## src/rtl/perceptron_multi_if.sv

```systemverilog
// Handshake, weight-write and result bundle between the image source,
// the perceptron core and the classification consumer.
interface perceptron_multi_if #(
  parameter int WIDTH  = 25,
  parameter int NCLASS = 2,
  parameter int WBITS  = 2
);
  localparam int ACCW = $clog2(WIDTH * (2 ** WBITS - 1) + 1);
  localparam int IW   = ($clog2(WIDTH) > 0) ? $clog2(WIDTH) : 1;
  localparam int CW   = ($clog2(NCLASS) > 0) ? $clog2(NCLASS) : 1;

  logic             start;
  logic [WIDTH-1:0] in;
  logic             wr_en;
  logic [CW-1:0]    wr_class;
  logic [IW-1:0]    wr_addr;
  logic [WBITS-1:0] wr_data;
  logic             busy;
  logic             done;
  logic [CW-1:0]    class_id;
  logic [ACCW-1:0]  score;
  logic             class_valid;

  modport master (
    output start, in, wr_en, wr_class, wr_addr, wr_data,
    input  busy, done, class_id, score, class_valid
  );

  modport slave (
    input  start, in, wr_en, wr_class, wr_addr, wr_data,
    output busy, done, class_id, score, class_valid
  );
endinterface

```

## src/rtl/perceptron_multi.sv

```systemverilog
// Multi-class serial perceptron: one pixel per cycle MAC across all classes,
// then a sequential thresholded argmax with lowest-index tie-break.
module perceptron_multi #(
  parameter int WIDTH  = 25,
  parameter int NCLASS = 2,
  parameter int WBITS  = 2,
  parameter int THRESH = 4
) (
  input logic clk,
  input logic rst,
  perceptron_multi_if.slave bus
);
  localparam int ACCW = $clog2(WIDTH * (2 ** WBITS - 1) + 1);
  localparam int IW   = ($clog2(WIDTH) > 0) ? $clog2(WIDTH) : 1;
  localparam int CW   = ($clog2(NCLASS) > 0) ? $clog2(NCLASS) : 1;

  localparam logic [IW-1:0] IDX_LAST = IW'(WIDTH - 1);
  localparam logic [CW-1:0] K_LAST   = CW'(NCLASS - 1);
  // One extra bit so out-of-range write addresses/classes compare correctly.
  localparam logic [IW:0]   WIDTH_W  = (IW + 1)'(WIDTH);
  localparam logic [CW:0]   NCLASS_W = (CW + 1)'(NCLASS);

  typedef enum logic [1:0] {IDLE, MAC, ARG} state_t;

  state_t           state, state_next;
  logic [WIDTH-1:0] img_reg;
  logic [IW-1:0]    idx;
  logic [CW-1:0]    k;
  logic [ACCW-1:0]  acc_all [NCLASS];
  logic [ACCW-1:0]  best, best_next;
  logic [CW-1:0]    bid, bid_next;
  logic             done_reg;
  logic [CW-1:0]    class_id_reg;
  logic [ACCW-1:0]  score_reg;
  logic             class_valid_reg;
  logic             start_ok, wr_ok, arg_last;

  assign start_ok = (state == IDLE) && bus.start;
  assign wr_ok    = (state == IDLE) && bus.wr_en &&
                    ({1'b0, bus.wr_class} < NCLASS_W) &&
                    ({1'b0, bus.wr_addr} < WIDTH_W);
  assign arg_last = (state == ARG) && (k == K_LAST);

  always_ff @(posedge clk or posedge rst) begin
    if (rst) state <= IDLE;
    else     state <= state_next;
  end

  always_comb begin
    state_next = state;
    case (state)
      IDLE:    if (bus.start) state_next = MAC;
      MAC:     if (idx == IDX_LAST) state_next = ARG;
      ARG:     if (k == K_LAST) state_next = IDLE;
      default: state_next = IDLE;
    endcase
  end

  always_comb begin
    bus.busy        = (state != IDLE);
    bus.done        = done_reg;
    bus.class_id    = class_id_reg;
    bus.score       = score_reg;
    bus.class_valid = class_valid_reg;
  end

  // Per-class weight row and accumulator; the write is seen by the MAC no
  // earlier than the edge after it commits, so write+start in IDLE is safe.
  genvar gi;
  generate
    for (gi = 0; gi < NCLASS; gi++) begin : g_class
      logic [WBITS-1:0] w [WIDTH];
      logic [ACCW-1:0]  acc_reg;

      always_ff @(posedge clk or posedge rst) begin
        if (rst) begin
          for (int i = 0; i < WIDTH; i++) w[i] <= '0;
        end else if (wr_ok && (bus.wr_class == CW'(gi))) begin
          w[bus.wr_addr] <= bus.wr_data;
        end
      end

      always_ff @(posedge clk or posedge rst) begin
        if (rst)                             acc_reg <= '0;
        else if (start_ok)                   acc_reg <= '0;
        else if (state == MAC && img_reg[idx]) acc_reg <= acc_reg + ACCW'(w[idx]);
      end

      assign acc_all[gi] = acc_reg;
    end
  endgenerate

  always_comb begin
    best_next = best;
    bid_next  = bid;
    if ((k == '0) || (acc_all[k] > best)) begin
      best_next = acc_all[k];
      bid_next  = k;
    end
  end

  always_ff @(posedge clk or posedge rst) begin
    if (rst) begin
      img_reg <= '0;
      idx     <= '0;
      k       <= '0;
      best    <= '0;
      bid     <= '0;
    end else begin
      if (start_ok) begin
        img_reg <= bus.in;
        idx     <= '0;
      end else if (state == MAC) begin
        idx <= idx + 1'b1;
        if (idx == IDX_LAST) k <= '0;
      end else if (state == ARG) begin
        k    <= k + 1'b1;
        best <= best_next;
        bid  <= bid_next;
      end
    end
  end

  // Result registers only move on completion; a new start leaves them alone.
  always_ff @(posedge clk or posedge rst) begin
    if (rst) begin
      done_reg        <= 1'b0;
      class_id_reg    <= '0;
      score_reg       <= '0;
      class_valid_reg <= 1'b0;
    end else begin
      done_reg <= arg_last;
      if (arg_last) begin
        class_id_reg    <= bid_next;
        score_reg       <= best_next;
        class_valid_reg <= (best_next >= ACCW'(THRESH));
      end
    end
  end
endmodule
```

## src/flat_wrapper.sv

```systemverilog
// flat-port wrapper written by rule: the top's interface ports become plain ports
module perceptron_multi_flat 
#(
  parameter int WIDTH  = 25,
  parameter int NCLASS = 2,
  parameter int WBITS  = 2,
  parameter int THRESH = 4
)
  (clk, rst, bus_start, bus_in, bus_wr_en, bus_wr_class, bus_wr_addr, bus_wr_data, bus_busy, bus_done, bus_class_id, bus_score, bus_class_valid);
  perceptron_multi_if #(.WIDTH(WIDTH), .NCLASS(NCLASS), .WBITS(WBITS)) bus_i ();
  input logic clk;
  input logic rst;
  input wire logic [$bits(bus_i.start)-1:0] bus_start;
  input wire logic [$bits(bus_i.in)-1:0] bus_in;
  input wire logic [$bits(bus_i.wr_en)-1:0] bus_wr_en;
  input wire logic [$bits(bus_i.wr_class)-1:0] bus_wr_class;
  input wire logic [$bits(bus_i.wr_addr)-1:0] bus_wr_addr;
  input wire logic [$bits(bus_i.wr_data)-1:0] bus_wr_data;
  output wire logic [$bits(bus_i.busy)-1:0] bus_busy;
  output wire logic [$bits(bus_i.done)-1:0] bus_done;
  output wire logic [$bits(bus_i.class_id)-1:0] bus_class_id;
  output wire logic [$bits(bus_i.score)-1:0] bus_score;
  output wire logic [$bits(bus_i.class_valid)-1:0] bus_class_valid;
  assign bus_i.start = bus_start;
  assign bus_i.in = bus_in;
  assign bus_i.wr_en = bus_wr_en;
  assign bus_i.wr_class = bus_wr_class;
  assign bus_i.wr_addr = bus_wr_addr;
  assign bus_i.wr_data = bus_wr_data;
  assign bus_busy = bus_i.busy;
  assign bus_done = bus_i.done;
  assign bus_class_id = bus_i.class_id;
  assign bus_score = bus_i.score;
  assign bus_class_valid = bus_i.class_valid;
  perceptron_multi #(.WIDTH(WIDTH), .NCLASS(NCLASS), .WBITS(WBITS), .THRESH(THRESH)) u_core (.clk(clk), .rst(rst), .bus(bus_i));
endmodule
```

## config.mk

```make
export PLATFORM = sky130hd
export DESIGN_NAME = perceptron_multi_flat
export DESIGN_NICKNAME = d
export VERILOG_FILES = /design/src/rtl/perceptron_multi_if.sv /design/src/rtl/perceptron_multi.sv /design/src/flat_wrapper.sv
export SDC_FILE = /design/constraint.sdc
export NUM_CORES = 1
export LEC_CHECK = 0
export CORE_ASPECT_RATIO = 0.7
export CORE_UTILIZATION = 39
export DETAILED_ROUTE_END_ITERATION = 10
export PLACE_DENSITY_LB_ADDON = 0.3
export SETUP_SLACK_MARGIN = 0.3
export SLEW_MARGIN = 20
export SYNTH_ARGS = -nofsm -noshare
export SYNTH_HDL_FRONTEND = slang
export SYNTH_SLANG_ARGS = --single-unit
export TNS_END_PERCENT = 5
```

## constraint.sdc

```tcl
create_clock -name clk -period 8.5 [get_ports clk]
set_input_delay 2.55 -clock clk [delete_from_list [all_inputs] [get_ports clk]]
set_output_delay 2.55 -clock clk [all_outputs]
set_load 0.005 [all_outputs]
```

Yosys cells after proc, flatten, opt, wreduce, memory -nomap -nowiden
Index checks and enable logic that the tools add are counted.
{"block": "totals", "regBits": 165, "input_bits": 37, "out_inout_bits": 11, "elab_cells": 134}
{"block": "classes", "n_addsub": 4, "order_cmp": 8, "eq_ne": 6, "mux": 30, "n_bitwise": 7, "reduce_logical": 17}
{"cell": "$bwmux W50", "n": 2}
{"cell": "$mux W7", "n": 8}
{"cell": "$bmux W2 S5", "n": 2}
{"cell": "$mux W2", "n": 8}
{"cell": "$add A7 B2 Y7", "n": 2}
{"cell": "$ge A6 B6 Y1 const B", "n": 2}
{"cell": "$not A5 Y6", "n": 2}
{"cell": "$demux W2 S5", "n": 1}
{"cell": "$mux W5", "n": 2}
{"cell": "$reduce_and A3 Y1", "n": 3}
{"cell": "$logic_and A1 B1 Y1", "n": 8}
{"cell": "$reduce_bool A2 Y1", "n": 4}
{"cell": "$ge A7 B3 Y1 const B", "n": 1}
{"cell": "$gt A7 B7 Y1", "n": 1}
{"cell": "$lt A5 B6 Y1 const B", "n": 1}
{"cell": "$lt A6 B1 Y1 const B", "n": 1}
{"cell": "$pmux W2 S3", "n": 1}
{"cell": "$add A5 B1 Y5 const B", "n": 1}
{"cell": "$bmux W1 S5", "n": 1}
{"cell": "$eq A5 B5 Y1 const B", "n": 1}
{"cell": "$lt A5 B5 Y1 const B", "n": 1}
{"cell": "$mux W1", "n": 5}
{"cell": "$ne A2 B1 Y1 const B", "n": 2}
{"cell": "$not A1 Y1", "n": 4}
{"cell": "8 further kinds", "n": 8}

Depth between registers and ports, before layout
Gate-level depths: netlist of run 1.
{"block": "depth", "depth_word": 8, "mapped_depth": 14, "mapped_depth_nobuf": 11}

Least setup slack after synthesis of run 1
Ideal clock, no wire load.
{"block": "synth_timing", "kind": "input to register", "start": "in bus_wr_addr[1]", "end": "reg u_core.g_class[0].w[14] (netlist name)", "setup_time_ps": 127, "arrival_time_ps": 4083, "t_required_ps": 8373, "slack_ps": 4289, "cell_stages": 7, "n_path_buf": 1, "path_cell_list": "clkbuf_1 -> nor3_1 -> o211ai_1 -> nand2b_1 -> nor3b_2 -> nand2_1 -> mux2_1"}
{"block": "synth_between", "elab_chain_len": 6, "word_cells_on_any_way": 10, "classes_between": "order compare: 3; mux: 3; bitwise: 1; reduce/logical: 3"}
{"element": "start: declaration", "line": "flat_wrapper.sv:17", "rtl": "input wire logic [$bits(bus_i.wr_addr)-1:0] bus_wr_addr;"}
{"element": "$not A5 Y6 (not written as such)", "line": "perceptron_multi.sv:79", "rtl": "w[bus.wr_addr] <= bus.wr_data;"}
{"element": "$ge A6 B6 Y1 (not written as such) or $lt A6 B1 Y1 (tied branches)", "line": "perceptron_multi.sv:79"}
{"element": "$logic_and A1 B1 Y1 (not written as such)", "line": "perceptron_multi.sv:79"}
{"element": "$mux W2 (not written as such)", "line": "perceptron_multi.sv:79"}
{"element": "$demux W2 S5", "line": "perceptron_multi.sv:79"}
{"element": "$bwmux W50", "line": "perceptron_multi.sv:79"}
{"element": "end signal: indexed assignment", "line": "perceptron_multi.sv:79"}
{"element": "end: declaration", "line": "perceptron_multi.sv:72", "rtl": "logic [WBITS-1:0] w [WIDTH];"}
Several ways; a longest one is shown, not always the timed one.
A chain may end at the register's enable or synchronous reset.

Final worst setup path of run 1
{"block": "layout_timing", "start": "in bus_wr_addr[2]", "end": "reg u_core.g_class[0].w[18] (netlist name)"}
Same word-level chain as after synthesis.

==> results of run 1 <==
## cells in the final DEF, fill, tap and decap left out, types with 4 or more instances in the layout
| master | count |
|---|---|
| dfrtp_1 | 164 |
| nand2_1 | 148 |
| mux2_2 | 111 |
| clkdlybuf4s50_1 | 47 |
| nor2_1 | 30 |
| a21oi_1 | 29 |
| inv_1 | 25 |
| mux4_2 | 24 |
| o21ai_0 | 18 |
| ha_1 | 18 |
| clkbuf_16 | 17 |
| mux2i_1 | 14 |
| mux2_1 | 8 |
| buf_4 | 8 |
| nand2b_1 | 7 |
| nand4_1 | 7 |
| or4_1 | 7 |
| nor3_1 | 6 |
| nand3_1 | 6 |
| o31ai_1 | 6 |
| nor2b_1 | 5 |
| and2_1 | 5 |
| o21ai_1 | 5 |
| mux4_1 | 4 |
| or3_1 | 4 |
| clkbuf_1 | 4 |
## stage by stage
step | area [um^2] | power (mW) | utilization [%] | setup WS (ns)
final | 9647 | 2.624 | 46.23 | 3.903
after global routing | 9647 | 2.782 | 46.23 | 3.695
after CTS | 9644 | 2.651 | 46.22 | 3.926
after floorplan | 8376 | 1.643 | - | 1.488
after detailed placement | 9061 | 1.867 | 43.43 | 3.486
after global placement | 9061 | 1.853 | 43.43 | 3.511
## kinds of logic (layout without fill, tap and decap cells)
| family | count (synthesis) | in the layout | synth area share (%) |
|---|---|---|---|
| flip-flops | 165 | 165 | 49.30 |
| AND/OR/NAND/NOR | 240 | 240 | 13.03 |
| adder cells (fa/ha/maj) | 20 | 20 | 3.167 |
| buffers and inverters | 68 | 112 | 3.510 |
| AO/OA/AOI/OAI | 72 | 72 | 5.199 |
| XOR/XNOR | 4 | 4 | 0.4184 |
| multiplexers | 161 | 161 | 25.38 |
## layout make-up
| class | count | share of cell area [%] |
|---|---|---|
| Clock inverter | 9 | 1.336 |
| Sequential cell | 165 | 42.81 |
| Timing Repair Buffer | 55 | 5.499 |
| Tap cell | 276 | 3.580 |
| Inverter | 26 | 1.089 |
| Clock buffer | 22 | 4.708 |
| Multi-Input combinational cell | 497 | 40.97 |
## report_power, final
part           switching, mW  internal (mW)
clock network          0.309          0.467
registers              0.125          0.954
logic                  0.392          0.376
total                  0.826           1.80
## metal layers
| layer | global-route usage (%) | vias up |
|---|---|---|
| li1 | - | 2625 |
| met1 | 27.11 | 2767 |
| met2 | 24.43 | 83 |
| met3 | 3.938 | 19 |
| met4 | 5.832 | 0 |
| met5 | 0 | - |
## worst max-delay path: cells and delay by family
family,cells,cell delay [ns]
compound gates,1,0.17
simple gates,4,1.25
mux,1,0.34
buf+inv,1,0.59
## path summary, 6_finish.rpt
| path | startpoint | end | slack (ns) | cells past startpoint |
|---|---|---|---|---|
| worst min-delay path | u_core.img_reg[3]$_DFFE_PP0P_ | u_core.img_reg[3]$_DFFE_PP0P_ | 0.47 | 2 |
| worst min register to register | u_core.img_reg[3]$_DFFE_PP0P_ | u_core.img_reg[3]$_DFFE_PP0P_ | 0.47 | 2 |
| min in group asynchronous | rst | u_core.g_class[0].w[23]$_DFFE_PP0P_ | 2.68 | 2 |
| worst max register to register | u_core.idx[1]$_DFFE_PP0P_ | u_core.g_class[1].acc_reg[6]$_DFFE_PP0P_ | 4.92 | 10 |
| worst max-delay path | bus_wr_addr[2] | u_core.g_class[0].w[18]$_DFFE_PP0P_ | 3.90 | 7 |
| max in group asynchronous | rst | u_core.idx[0]$_DFFE_PP0P_ | 4.62 | 3 |
==> results.sh, run 1 <==
export IMPL_wl_met1_um=9369
export IMPL_row_count=44
export IMPL_clkTransAtPathRegs_ns=0.06
export IMPL_endpoint_kind="flop"
export IMPL_met3WireLength_um=740
export IMPL_cts_buffer_depth=2
export IMPL_synth_edf_count=0
export IMPL_powerDensity_nw_per_um2=272.0
export IMPL_vdd_ir_drop_max_uv=131.2
export IMPL_async_flop_share_pct=100.0
export IMPL_cts_hold_fix_buffers=0
export IMPL_synth_area_top_cells="dfrtp_1 (49%), mux2_2 (15%), nand2_1 (6.6%)"
export IMPL_dieArea_um2=22080
export IMPL_skew_ns=0.008867
export IMPL_ys_warnings_count=0
export IMPL_viasPerCell=5.232
export IMPL_grt_max_degree=116
export IMPL_final_net_count=819
export IMPL_relSlewSlack_pct=39.53
export IMPL_highest_layer="met4"
export IMPL_outcome="finished clean"
export IMPL_worstMarginPinSlew_ns=0.9049
export IMPL_ys_ff_latch=165
export IMPL_cts_resized=0
export IMPL_dp_cells=1019
export IMPL_post_route_drc_count=0
export IMPL_yosysTopAreaCell="dfrtp_1"
export IMPL_p_leak_nw=4.405
export IMPL_synthesis_area_um2=8376
export IMPL_yosysSeqAreaShare_pct=49.30
export IMPL_grt_usage_pct=17.70
export IMPL_grt_antenna_before_repair=0
export IMPL_synth_most_common_cell="dfrtp_1"
export IMPL_worst_ep_arrival_time_ns=4.90
export IMPL_drive_gt1_share_pct=23.13
export IMPL_die_h_um=124.6
export IMPL_via_count=5494
export IMPL_hold_class="flop to flop"
export IMPL_synth_nets=787
export IMPL_htreeDepth=4
export IMPL_dp_hpwl_um=12050
export IMPL_io_buffers=47
export IMPL_crit_fanout=12
export IMPL_grt_pass1_wl_um=30230
export IMPL_cp_slowest_cell="clkdlybuf4s50_1"
export IMPL_wl_per_cell_um=17.19
export IMPL_instances_no_fill=1050
export IMPL_drv_slew=0
export IMPL_gr_total_overflow=0
export IMPL_max_stage_delay_ns=0.59
export IMPL_whs_ns=0.4747
export IMPL_routabilityCongestion=0.7875
export IMPL_dr_wl_met2_um=7661
export IMPL_setup_viol=0
export IMPL_maxCapViolations=0
export IMPL_cts_tree="built"
export IMPL_synth_avg_cell_area_um2=11.47
export IMPL_critical_path_required_ns=8.80
export IMPL_grt_pass1_vias=5525
export IMPL_nFillCells=1904
export IMPL_area_growth_pct=15.18
export IMPL_period_needed_ns=4.597
export IMPL_initial_core_util_pct=40.14
export IMPL_drt_pass1_iterations=4
export IMPL_synth_flop_cell="dfrtp_1"
export IMPL_pin_count=48
export IMPL_largest_reg_flops=100
export IMPL_die_w_um=177.2
export IMPL_core_area_um2=20870
export IMPL_postCtsSetupRepairBufs=0
export IMPL_rsz0062_at_grt="no"
export IMPL_critPathKind="primary input to flop"
export IMPL_crit_chain="clkdlybuf4s50_1 -> nor3_1 -> o211ai_1 -> nand2b_1 -> nor2_1 -> nand2_1 -> mux2_1"
export IMPL_cts_sinks=165
export IMPL_synth_top_area_share_pct=49.30
export IMPL_tns_ns=0
export IMPL_wirelength_um=18050
export IMPL_min_period_over_period_pct=54.08
export IMPL_cts_inserted_buffers=17
export IMPL_hold_viol_final=0
export IMPL_synth_commonest_cells="dfrtp_1 (165), nand2_1 (148), mux2_2 (111)"
export IMPL_ff_latch_area_um2=4130
export IMPL_root_buffer="clkbuf_16"
export IMPL_multi_input_area_um2=3953
export IMPL_drt_first_iter_violations=350
export IMPL_ant_nets=0
export IMPL_syn_inst=730
export IMPL_fmax_ghz=0.2176
export IMPL_clock_latency_ns=0.43
export IMPL_worst_setup_path_start_kind="primary input"
export IMPL_yosysUniqueCellTypes=51
export IMPL_diodes=0
(Power assumes the default switching activity.)
==> run 2: changes to the inputs <==
==> constraint.sdc (replaced) <==
create_clock -name clk -period 3.7 [get_ports clk]
set_input_delay 1.11 -clock clk [delete_from_list [all_inputs] [get_ports clk]]
set_output_delay 1.11 -clock clk [all_outputs]
set_load 0.005 [all_outputs]
==> run 2 against run 1 <==
- first-iteration DRC count grew 27%
- hold slack got worse by 0.0029 ns
- critical path depth increased by 3
- clock skew grew 0.0044 ns
- design area grew 2.2%
- flip-flop and latch count unchanged
- clock power rose by 130%
- sequential power grew 130%
- combinational power is 140% higher
- sequential share of layout area shrank 0.93 points
- final cell count increased by 2.1%
- largest cell class unchanged
==> results.sh, run 2 (synthesized netlist as in run 1, its figures left out) <==
export IMPL_outcome="finished clean"
export IMPL_fmax_ghz=0.3177
export IMPL_layout_commonest_cell="dfrtp_1"
export IMPL_pwr_share_clk_pct=28.8
export IMPL_p_seq_share_pct=40.3
export IMPL_vdd_ir_drop_max_uv=269.2
export IMPL_io_buffers=47
export IMPL_row_count=44
export IMPL_skew_ns=0.01328
export IMPL_clock_latency_ns=0.43
export IMPL_layout_common_cells="dfrtp_1 (164), nand2_1 (148), mux2_2 (111)"
export IMPL_via_count=5595
export IMPL_viasPerCell=5.219
export IMPL_whs_ns=0.4717
export IMPL_relSlewSlack_pct=42.82
export IMPL_tns_ns=0
export IMPL_worst_setup_path_start_kind="flop"
export IMPL_place_area_um2=9280
export IMPL_cts_buffer_depth=2
export IMPL_combPwrFrac_pct=30.9
export IMPL_cts_inserted_buffers=17
export IMPL_crit_fanout=11
export IMPL_gr_total_overflow=0
export IMPL_dp_cells=1040
export IMPL_clkTransAtPathRegs_ns=0.06
export IMPL_hold_class="flop to flop"
export IMPL_grt_pass1_vias=5589
export IMPL_die_w_um=177.2
export IMPL_root_buffer="clkbuf_16"
export IMPL_drv_slew=0
export IMPL_final_net_count=840
export IMPL_powerDensity_nw_per_um2=615.7
export IMPL_pre_cts_slack_ns=0.3818
export IMPL_critical_path_required_ns=4.04
export IMPL_worst_ep_arrival_time_ns=3.49
export IMPL_drt_pass1_iterations=7
export IMPL_max_stage_delay_ns=0.58
export IMPL_pin_count=48
export IMPL_power_total_mw=6.071
export IMPL_grt_antenna_before_repair=0
export IMPL_die_h_um=124.6
export IMPL_dp_hpwl_um=12860
export IMPL_endpoint_kind="flop"
export IMPL_cts_hold_fix_buffers=0
export IMPL_cts_resized=0
export IMPL_crit_chain="buf_12 -> mux4_2 -> mux2_2 -> a21oi_1 -> o21a_1 -> inv_1 -> ha_1 -> a21oi_1 -> or4_1 -> a21oi_1"
export IMPL_largest_reg_flops=100
export IMPL_switching_share_pct=31.32
export IMPL_grt_max_degree=51
export IMPL_ant_nets=0
export IMPL_setup_viol=0
export IMPL_worst_path_most_repeated_cell="a21oi_1"
export IMPL_drt_first_iter_violations=444
export IMPL_finalWorstSetupSlack_ns=0.5524
export IMPL_htreeDepth=4
export IMPL_postCtsSetupRepairBufs=0
export IMPL_rsz0062_at_grt="no"
export IMPL_cts_sinks=165
export IMPL_post_route_util_pct=47.26
export IMPL_worstMarginPinSlew_ns=0.8557
export IMPL_core_area_um2=20870
export IMPL_drive_gt1_share_pct=25.25
export IMPL_routabilityCongestion=0.7901
export IMPL_intPower_mw=4.170
export IMPL_diodes=0
export IMPL_cp_slowest_cell="dfrtp_2"
export IMPL_wl_per_cell_um=16.94
export IMPL_final_cell_area_um2=9861
export IMPL_grt_pass1_wl_um=30390
export IMPL_initial_core_util_pct=40.14
export IMPL_min_period_over_period_pct=85.07
export IMPL_hold_viol_final=0
export IMPL_maxCapViolations=0
export IMPL_wirelength_um=18160
export IMPL_post_route_drc_count=0
export IMPL_nFillCells=1888
export IMPL_period_needed_ns=3.148
export IMPL_cts_tree="built"
export IMPL_grt_usage_pct=17.85
export IMPL_critPathKind="flop to flop"
export IMPL_p_leak_nw=4.525
export IMPL_instances_no_fill=1072
export IMPL_area_growth_pct=17.73
export IMPL_dieArea_um2=22080
export IMPL_p_sw_mw=1.902
run 2: cell types whose count changed in the layout (fill, tap and decap cells not counted):
| cell | before | now |
|---|---|---|
| o21ai_1 | 5 | 6 |
| clkbuf_8 | 1 | 3 |
| buf_4 | 8 | 24 |
| clkinvlp_4 | 2 | 3 |
| buf_12 | 0 | 5 |
| o21ai_0 | 18 | 17 |
| inv_8 | 1 | 0 |
| bufinv_16 | 3 | 2 |
run 2: layout make-up:
type	instances	area [um^2]	area share [%]
inverters	26	101.3	1.028
repair buffers	76	750.7	7.613
well taps	276	345.3	3.502
multi-input cells	497	3953	40.08
clock inverters	8	98.84	1.002
clock buffers	24	481.7	4.885
flip-flops and latches	165	4130	41.89
run 2: worst paths after layout:
path                                                       endpoint  slack [ns]                            from  cells past startpoint
setup / recovery           u_core.g_class[0].acc_reg[5]$_DFFE_PP0P_        0.55       u_core.idx[0]$_DFFE_PP0P_                     10
hold / removal                       u_core.img_reg[12]$_DFFE_PP0P_        0.47  u_core.img_reg[12]$_DFFE_PP0P_                      2
setup reg to reg           u_core.g_class[0].acc_reg[5]$_DFFE_PP0P_        0.55       u_core.idx[0]$_DFFE_PP0P_                     10
hold reg to reg                      u_core.img_reg[12]$_DFFE_PP0P_        0.47  u_core.img_reg[12]$_DFFE_PP0P_                      2
max in group asynchronous       u_core.g_class[1].w[23]$_DFFE_PP0P_        1.82                             rst                      3
min in group asynchronous       u_core.g_class[0].w[19]$_DFFE_PP0P_        1.19                             rst                      2
run 2: routing by layer:
metal / vias up / part of all wire (%) / GRT usage (%) / wire [um]
li1: 2671 / - / - / -
met1: 2801 / 51 / 27.27 / 9214
met2: 109 / 43 / 24.36 / 7868
met3: 14 / 5.0 / 4.701 / 901
met4: 0 / 0.95 / 5.477 / 173
met5: - / 0 / 0 / 0
run 2: power by group through the flow:
stage / registers [mW] / logic (mW) / clock network (mW)
final: 2.44 / 1.88 / 1.75
after global placement: 2.47 / 1.87 / 0
after floorplan: 2.38 / 1.40 / 0
after detailed placement: 2.48 / 1.89 / 0
after CTS: 2.45 / 1.90 / 1.79
after global routing: 2.50 / 2.09 / 1.87
run 2: critical path: cells and delay by family (launching register included):
kind,cells,cell delay [ns]
buffers and inverters,2,0.26
DFF,1,0.58
muxes,2,0.81
AOI/OAI and AO/OA,4,0.65
and+or+nand+nor,1,0.49
adders and majority gates,1,0.27
